## config.mk

```make
export PLATFORM = sky130hd
export DESIGN_NAME = clock_divider_multi
export DESIGN_NICKNAME = d
export VERILOG_FILES = /design/src/rtl/clock_divider_multi_pkg.sv /design/src/rtl/clock_divider_chan.sv /design/src/rtl/clock_divider_multi.sv
export SDC_FILE = /design/constraint.sdc
export NUM_CORES = 1
export LEC_CHECK = 0
export ABC_AREA = 1
export CELL_PAD_IN_SITES_DETAIL_PLACEMENT = 0
export CELL_PAD_IN_SITES_GLOBAL_PLACEMENT = 1
export CORE_MARGIN = 4
export CORE_UTILIZATION = 47
export CTS_CLUSTER_DIAMETER = 150
export DETAILED_ROUTE_END_ITERATION = 8
export GPL_ROUTABILITY_DRIVEN = 1
export GPL_TIMING_DRIVEN = 0
export PLACE_DENSITY = 0.9
export SETUP_SLACK_MARGIN = 0.02
export SLEW_MARGIN = 20
export SYNTH_ARGS = -nofsm -noshare
export SYNTH_HDL_FRONTEND = slang
export SYNTH_SLANG_ARGS = --single-unit
```

## constraint.sdc

```tcl
create_clock -name clk_in -period 16.1 [get_ports clk_in]
set_clock_uncertainty 0.1 [all_clocks]
set_input_delay 1.61 -clock clk_in [delete_from_list [all_inputs] [get_ports clk_in]]
set_output_delay 1.61 -clock clk_in [all_outputs]
set_load 0.005 [all_outputs]
```

## src/rtl/clock_divider_multi_pkg.sv

```systemverilog
// Shared constants for the multi-channel clock divider.
// Divisors below MIN_DIV are raised to MIN_DIV so a channel always has a low and a high slot.
package clock_divider_multi_pkg;

    localparam int CNT_W_DEF   = 27;
    localparam int DEF_DIV_DEF = 500;
    localparam int MIN_DIV     = 2;

    function automatic int clamp_div_int(input int d);
        return (d < MIN_DIV) ? MIN_DIV : d;
    endfunction

endpackage

```

## src/rtl/clock_divider_chan.sv

```systemverilog
// One divider channel: registered clk_out, tick and load_ack one clk_in edge after the deciding count.
// No backpressure: load is a fire-and-forget strobe and the latest shadow values win.
module clock_divider_chan
    import clock_divider_multi_pkg::*;
#(
    parameter int CNT_W   = CNT_W_DEF,
    parameter int DEF_DIV = DEF_DIV_DEF
) (
    input  logic             clk_in,
    input  logic             rst,
    input  logic             ch_en,
    input  logic [CNT_W-1:0] div_val,
    input  logic [CNT_W-1:0] hi_cnt,
    input  logic             load,
    output logic             load_ack,
    output logic             clk_out,
    output logic             rise_tick,
    output logic             fall_tick
);

    localparam logic [CNT_W-1:0] RST_DIV   = CNT_W'(clamp_div_int(DEF_DIV));
    localparam logic [CNT_W-1:0] RST_HI    = CNT_W'(DEF_DIV / 2);
    localparam logic [CNT_W-1:0] MIN_DIV_W = CNT_W'(MIN_DIV);
    localparam logic [CNT_W-1:0] ONE       = CNT_W'(1);

    logic [CNT_W-1:0] cnt_q, cnt_d;
    logic [CNT_W-1:0] act_div_q, act_div_d;
    logic [CNT_W-1:0] act_hi_q, act_hi_d;
    logic [CNT_W-1:0] sh_div_q, sh_div_d;
    logic [CNT_W-1:0] sh_hi_q, sh_hi_d;
    logic             pend_q, pend_d;
    logic             clk_out_q, clk_out_d;
    logic             rise_q, rise_d;
    logic             fall_q, fall_d;
    logic             ack_q, ack_d;

    logic             wrap;
    logic             apply;
    logic             high_phase;

    always_comb begin
        sh_div_d  = sh_div_q;
        sh_hi_d   = sh_hi_q;
        pend_d    = pend_q;
        act_div_d = act_div_q;
        act_hi_d  = act_hi_q;
        ack_d     = 1'b0;
        cnt_d     = cnt_q;

        if (load) begin
            sh_div_d = (div_val < MIN_DIV_W) ? MIN_DIV_W : div_val;
            sh_hi_d  = hi_cnt;
            pend_d   = 1'b1;
        end

        // A load landing on the wrap cycle (or while idle) is applied in that same cycle.
        wrap  = (cnt_q == act_div_q - ONE);
        apply = pend_d && (!ch_en || wrap);

        if (apply) begin
            act_div_d = sh_div_d;
            act_hi_d  = sh_hi_d;
            pend_d    = 1'b0;
            ack_d     = 1'b1;
        end

        if (!ch_en || apply || wrap) begin
            cnt_d = '0;
        end else begin
            cnt_d = cnt_q + ONE;
        end

        // clk_out tracks the count it is registered alongside, so it is always f(cnt_q).
        high_phase = (act_hi_d >= act_div_d) || (cnt_d >= act_div_d - act_hi_d);
        clk_out_d  = ch_en && high_phase;
        rise_d     = clk_out_d && !clk_out_q;
        fall_d     = !clk_out_d && clk_out_q;
    end

    always_ff @(posedge clk_in) begin
        if (rst) begin
            cnt_q     <= '0;
            act_div_q <= RST_DIV;
            act_hi_q  <= RST_HI;
            sh_div_q  <= RST_DIV;
            sh_hi_q   <= RST_HI;
            pend_q    <= 1'b0;
            clk_out_q <= 1'b0;
            rise_q    <= 1'b0;
            fall_q    <= 1'b0;
            ack_q     <= 1'b0;
        end else begin
            cnt_q     <= cnt_d;
            act_div_q <= act_div_d;
            act_hi_q  <= act_hi_d;
            sh_div_q  <= sh_div_d;
            sh_hi_q   <= sh_hi_d;
            pend_q    <= pend_d;
            clk_out_q <= clk_out_d;
            rise_q    <= rise_d;
            fall_q    <= fall_d;
            ack_q     <= ack_d;
        end
    end

    assign load_ack  = ack_q;
    assign clk_out   = clk_out_q;
    assign rise_tick = rise_q;
    assign fall_tick = fall_q;

endmodule

```

## src/rtl/clock_divider_multi.sv

```systemverilog
// NUM_CH independent divider channels sharing clk_in; outputs registered, one edge after the deciding count.
// No backpressure: per-channel load strobes are always accepted.
module clock_divider_multi
    import clock_divider_multi_pkg::*;
#(
    parameter int NUM_CH  = 2,
    parameter int CNT_W   = CNT_W_DEF,
    parameter int DEF_DIV = DEF_DIV_DEF
) (
    input  logic                    clk_in,
    input  logic                    rst,
    input  logic [NUM_CH-1:0]       ch_en,
    input  logic [NUM_CH*CNT_W-1:0] div_val,
    input  logic [NUM_CH*CNT_W-1:0] hi_cnt,
    input  logic [NUM_CH-1:0]       load,
    output logic [NUM_CH-1:0]       load_ack,
    output logic [NUM_CH-1:0]       clk_out,
    output logic [NUM_CH-1:0]       rise_tick,
    output logic [NUM_CH-1:0]       fall_tick
);

    for (genvar i = 0; i < NUM_CH; i++) begin : g_ch
        clock_divider_chan #(
            .CNT_W   (CNT_W),
            .DEF_DIV (DEF_DIV)
        ) u_chan (
            .clk_in    (clk_in),
            .rst       (rst),
            .ch_en     (ch_en[i]),
            .div_val   (div_val[i*CNT_W +: CNT_W]),
            .hi_cnt    (hi_cnt[i*CNT_W +: CNT_W]),
            .load      (load[i]),
            .load_ack  (load_ack[i]),
            .clk_out   (clk_out[i]),
            .rise_tick (rise_tick[i]),
            .fall_tick (fall_tick[i])
        );
    end

endmodule

```

Word level (Yosys, flattened, before mapping)
Index checks and enable logic that the tools add are counted.

cells by class
  add/subtract/negate cells = 6
  $lt $le $gt $ge = 6
  equality and inequality tests = 2
  mux-type cells = 16
  reduce and logical (&&, ||, !) cells = 24

operators by type and width
  operator                                                     count
  2-to-1 mux 27 bit                                            12
  >= comparator 27 bit                                         4
  adder 27 x 1 -> 27 bit, second input constant                2
  equality test 27 bit                                         2
  less-than comparator 27 x 2 -> 1 bit, second input constant  2
  subtractor 27 x 1 -> 27 bit, second input constant           2
  subtractor 27 bit                                            2
  logical AND 1 bit                                            8
  logical OR 1 bit                                             8
  zero test 1 bit                                              6
  2-to-1 mux 1 bit                                             4
  OR reduction 2 bit                                           2

storage, ports and cells
  bits in registers = 280
  output and inout port bits = 8
  logic and storage cells = 74

Longest topological paths before layout
  depth in word-level cells = 12
  gate-level depth with buffers = 43
  mapped depth without buffers = 42

By module
A second synthesis with hierarchy kept.

unflattened totals
  cell total of the unflattened synthesis = 2704
  area, all modules = 18191.2 um^2

by module, submodules not included
  module                               instances  cells each  area each (um^2)  sequential area each (um^2)
  clock_divider_chan (g_ch[0].u_chan)  1          1362        9117.5            2802.7
  clock_divider_chan (g_ch[1].u_chan)  1          1342        9073.7            2802.7

Worst setup path after synthesis
Ideal clock, no wire load.

  kind = input to register
  start = input load[1]
  end = register g_ch[1].u_chan.fall_q
  library setup time = 0.128 ns
  arrival time = 5.842 ns
  data required time = 15.872 ns
  slack = 10.030 ns
  stages = 26
  buffers on the path = 3
  path through = clkbuf_1 or2_2 clkbuf_1 clkbuf_1 nand3_1 nand2_1 inv_1 ha_1 fa_1 o21ai_0 a21oi_1 o21ai_0 a21boi_0 o21ai_0 a21oi_1 xor2_1 ha_1 nand2_1 nor2_1 nand3_1 nor3b_1 a41oi_1 nand3_1 nand2_1 nand2_1 nor2_1

on the way
  elaborated cells between the ends (all ways) = 16
  classes of those cells = add/sub: 1; order compare: 2; mux: 6; reduce/logical: 7

RTL lines
  item                                  RTL line                   RTL
  from (decl)                           clock_divider_multi.sv:15  input logic [NUM_CH-1:0] load,
  2-to-1 mux 1 bit                      clock_divider_chan.sv:50   if (load) begin
  logical AND 1 bit                     clock_divider_chan.sv:58   apply = pend_d && (!ch_en || wrap);
  2-to-1 mux 27 bit *                   clock_divider_chan.sv:60   if (apply) begin
  named net g_ch[1].u_chan.act_hi_d[0]  clock_divider_chan.sv:28   logic [CNT_W-1:0] act_hi_q, act_hi_d;
  subtractor 27 bit                     clock_divider_chan.sv:74   high_phase = (act_hi_d >= act_div_d) || (cnt_d >= act_div_d - act_hi_d);
  >= comparator 27 bit                  clock_divider_chan.sv:74
  logical OR 1 bit *                    clock_divider_chan.sv:74
  logical AND 1 bit *                   clock_divider_chan.sv:75   clk_out_d = ch_en && high_phase;
  zero test 1 bit *                     clock_divider_chan.sv:77   fall_d = !clk_out_d && clk_out_q;
  logical AND 1 bit *                   clock_divider_chan.sv:77
  to (signal assigned)                  clock_divider_chan.sv:101  fall_q <= fall_d;
  to (decl)                             clock_divider_chan.sv:34   logic fall_q, fall_d;

The timed path passes the listed nets; every way through them passes the cells marked *.
A chain may end at the register's enable or synchronous reset.

Worst setup path after layout
  start = input div_val[37]
  end = register g_ch[1].u_chan.fall_q

on the way
  word-level cells in the longest chain between the ends = 10
  elaborated cells between the ends (all ways) = 11
  classes of those cells = add/sub: 1; order compare: 3; mux: 3; reduce/logical: 4

ends and longest elaborated chain
  item                                  RTL line                   RTL
  from (decl)                           clock_divider_multi.sv:13  input logic [NUM_CH*CNT_W-1:0] div_val,
  less-than comparator 27 x 2 -> 1 bit  clock_divider_chan.sv:51   sh_div_d = (div_val < MIN_DIV_W) ? MIN_DIV_W : div_val;
  2-to-1 mux 27 bit *                   clock_divider_chan.sv:51
  2-to-1 mux 27 bit *                   clock_divider_chan.sv:50
  2-to-1 mux 27 bit *                   clock_divider_chan.sv:60
  subtractor 27 bit                     clock_divider_chan.sv:74
  >= comparator 27 bit                  clock_divider_chan.sv:74
  logical OR 1 bit *                    clock_divider_chan.sv:74
  logical AND 1 bit *                   clock_divider_chan.sv:75
  zero test 1 bit *                     clock_divider_chan.sv:77
  logical AND 1 bit *                   clock_divider_chan.sv:77

Mark *: on every way between the ends. The rest lies on a longest branch, timed or not.

==> summary.md <==
| Metric | Value |
|---|---|
| Status | finished clean |
| WHS | 0.347 ns |
| Async S/R FF share, synth | 0 |
| FMAX | 135 MHz |
| Comb power frac | 0.293 |
| P_sw | 0.752 mW |
| DR vias/cell | 5.21 |
| Startpoint types | input pin |
| Chip Height | 205 microns |
| CTS max path bufs | 3 |
| Period minus WS final | 7.40 ns |
| Fin crit share | 0.460 |
| Initial Util | 0.479 |
| Post-Syn Area per Cell | 6.74 sq um |
| Die X | 205 microns |
| # hold bufs at CTS | 0 |
| Syn nets | 2924 |
| PD cells | 105 mW/mm^2 |
| Die area | 0.0419 sq mm |
| Area Growth Syn to Fin | 16.6% |
| Worst path required time | 16.44 ns |
| Nets@finish | 3078 |
| Adder-cell area share of the yosys netlist | 0.0793 |
| Final hold vios | 0 |
| Via count | 17631 |
| Drt total wl | 57.6 mm |
| CTS H-tree lvls | 2 |
| Post-Synth Simple-Gate Area | 0.349 |
| HP Class | flip-flop to flip-flop |
| EDFF count, synth | 0 |
| Unrepaired setup endpoints after global routing | false |
| Yosys warnings | 0 |
| Largest stage delay, worst path | 0.48 ns |
| Top_reg_cell synth | dfxtp_1 |
| Worst slew margin | 0.305 |
| Antenna violations before repair | 0 |
| Core area | 0.0379 sq mm |
| Overall Global Routing Usage | 0.268 |
| TritonRoute pass-1 iters | 6 |
| # DRC | 0 |
| Most frequent cells in the layout | nand2_1, nor2_1, inv_1 |
| Final ANT Viol Nets | 0 |
| Share of layout cells above drive strength 1 | 0.0476 |
| Synthesis-stage register bit count | 280 |
| Post-synthesis mux area share | 0.0440 |
| Violation count after the first detailed-route iteration | 1427 |
| Largest family of logic cells by synthesized area | simple AND/OR/NAND/NOR gates |
| Launch point of the worst reg-to-reg path | g_ch[1].u_chan.act_div_q[1] |
| Crit Path Category | input pin to flip-flop |
| Largest net degree at the start of global routing | 14 |
| WHS Path Cells | 2 |
| Worst-margin pin slew | 1.04 ns |
| Slack of the worst reg-to-reg path | 8.94 ns |
| Crit path max fanout | 3 |
| Reg-to-reg endpoint | g_ch[1].u_chan.fall_tick |
| Clk sinks | 280 |
| Inserted Clock Buffers | 34 |
| Flop pwr share | 0.342 |
| Final Wtd Congestion | 0.909 |
| XOR/XNOR share of the synthesized area | 0.0660 |
| Max Cap Viol | 0 |
| Cell area after synthesis | 0.0182 sq mm |
| Switching power share of the total | 0.338 |
| CP endpoint kind | flip-flop |
| Clock root buffer | clkbuf_16 |
| Avg WL per Cell | 17.0 microns |
| Max VDD drop | 0.0826 mV |
| Slew Viols, Final | 0 |
| Finish-stage setup viols | 0 |
| Clk pwr share | 0.365 |
| ANT cells | 0 |
| Register area share after synthesis | 0.308 |
| TritonCTS clock tree | yes |
| Hold_sp | g_ch[0].u_chan.act_hi_q[5] |
| Clock-pin slew on the worst setup and hold paths | 0.06 ns |
| Vias in the first global route | 16531 |
| Setup TNS | 0 ns |
| Post-Synthesis Cells | 2696 |
| Worst Hold End | g_ch[0].u_chan.act_hi_q[5] |
| # port buffers | 118 |
| Commonest non-fill, non-tap cell in the layout | nand2_1 |
| Top delay family on crit path | simple AND/OR/NAND/NOR gates |
| Internal power | 1.47 mW |
| Skew-Pair Late Insertion Delay | 0.52 ns |
| Distinct cell type count after synthesis | 49 |
| Post-cts sizing count | 0 |
| IO Count | 122 |
| First-pass GRT wire length | 89.2 mm |
| Critical-path top delay cell | o21ai_0 |
| Critical path depth | 28 |
| Leak Pwr | 10.3 nW |
| CP arrival | 7.74 ns |
| Site Rows | 71 |
| Post-DP HPWL | 47.8 mm |
| Buf/Inv on CP | 1 |
| Post-synthesis compound-gate area fraction | 0.0626 |
| R2R depth | 37 |
| Grt total ovfl | 0 |
| Setup bufs post-CTS | 0 |
[cell families after synthesis]
| family | after synthesis |
|---|---|
| AOI/OAI and AO/OA | 202 |
| xor gates and xnor gates | 137 |
| adders and majority gates | 114 |
| buffers and inverters | 405 |
| DFF | 280 |
| muxes | 80 |
| and+or+nand+nor | 1478 |
[how the worst max path moves through the flow]
stage                start  slack [ns]                       end
4_1_cts        div_val[37]        8.79  g_ch[1].u_chan.fall_tick
2_1_floorplan      load[1]       10.03  g_ch[1].u_chan.fall_tick
6_report       div_val[37]        8.70  g_ch[1].u_chan.fall_tick
5_1_grt        div_val[37]        8.37  g_ch[1].u_chan.fall_tick
3_5_place_dp   div_val[37]        8.29  g_ch[1].u_chan.fall_tick
3_3_place_gp   div_val[37]        8.32  g_ch[1].u_chan.fall_tick
[Yosys cell counts (12+ instances only)]
cell type	instances	share of area
mux2i_1	80	0.044
and2_1	13	0.0045
nand3_1	243	0.067
nor4_1	29	0.010
o21bai_1	14	0.0058
buf_2	20	0.0055
o21ai_0	50	0.014
a21oi_1	98	0.027
nand4_1	23	0.0079
nand2_1	616	0.13
xnor2_1	55	0.026
xor2_1	82	0.039
buf_4	12	0.0050
dfxtp_1	280	0.31
nor2_1	417	0.086
clkbuf_1	53	0.011
ha_1	112	0.077
nor3_1	88	0.024
inv_1	298	0.062
[cell type report]
type / instances / area, sq um
Multi-Input combinational cell: 2011 / 10900
Timing Repair Buffer: 118 / 1180
Tap cell: 511 / 639
Clock buffer: 49 / 1010
Fill cell: 3776 / 16700
Inverter: 304 / 1140
Clock inverter: 13 / 190
Buffer: 101 / 509
Sequential cell: 280 / 5610
[registers in the layout, indices dropped and copies added (netlist names)]
register / flops
g_ch.u_chan.pend_q: 2
g_ch.u_chan.act_div_q: 54
g_ch.u_chan.cnt_q: 54
g_ch.u_chan.fall_tick: 2
g_ch.u_chan.clk_out: 2
g_ch.u_chan.sh_hi_q: 54
g_ch.u_chan.sh_div_q: 54
g_ch.u_chan.act_hi_q: 54
g_ch.u_chan.rise_tick: 2
g_ch.u_chan.load_ack: 2
[worst reg2reg max path: cells and delay by family, from the launching register on]
kind	cells	cell delay, ns
fa+ha+maj	4	1.31
buf+inv	3	0.39
flops	1	0.35
simple gates	20	2.47
compound gates	9	2.20
xor+xnor	1	0.27
[power groups by stage]
| stage | Combinational [mW] | Sequential, mW | Clock (mW) |
|---|---|---|---|
| floorplan | 0.451 | 0.762 | 0 |
| CTS | 0.642 | 0.759 | 0.824 |
| global placement | 0.624 | 0.773 | 0 |
| finish | 0.652 | 0.760 | 0.813 |
| detailed placement | 0.638 | 0.774 | 0 |
| global route | 0.731 | 0.763 | 0.853 |
[per-stage QoR]
stage | setup WS (ns) | instance area (sq um) | total power, mW | cells | util
3_3_place_gp | 8.32 | 20000 | 1.40 | 3325 | 0.527
3_5_place_dp | 8.29 | 20000 | 1.41 | 3325 | 0.527
4_1_cts | 8.79 | 21200 | 2.22 | 3387 | 0.559
2_1_floorplan | 10.03 | 18200 | 1.21 | 2696 | -
5_1_grt | 8.37 | 21200 | 2.35 | 3387 | 0.559
6_report | 8.70 | 21200 | 2.23 | 3387 | 0.559
[routing by layer]
metal | vias up | share of wire | track usage
met4 | 0 | 0.017 | 0.0505
met5 | - | 0 | 0
met2 | 529 | 0.40 | 0.383
met1 | 8038 | 0.52 | 0.426
li1 | 9000 | - | -
met3 | 64 | 0.066 | 0.0405
Power figures use the tool's default switching activity.
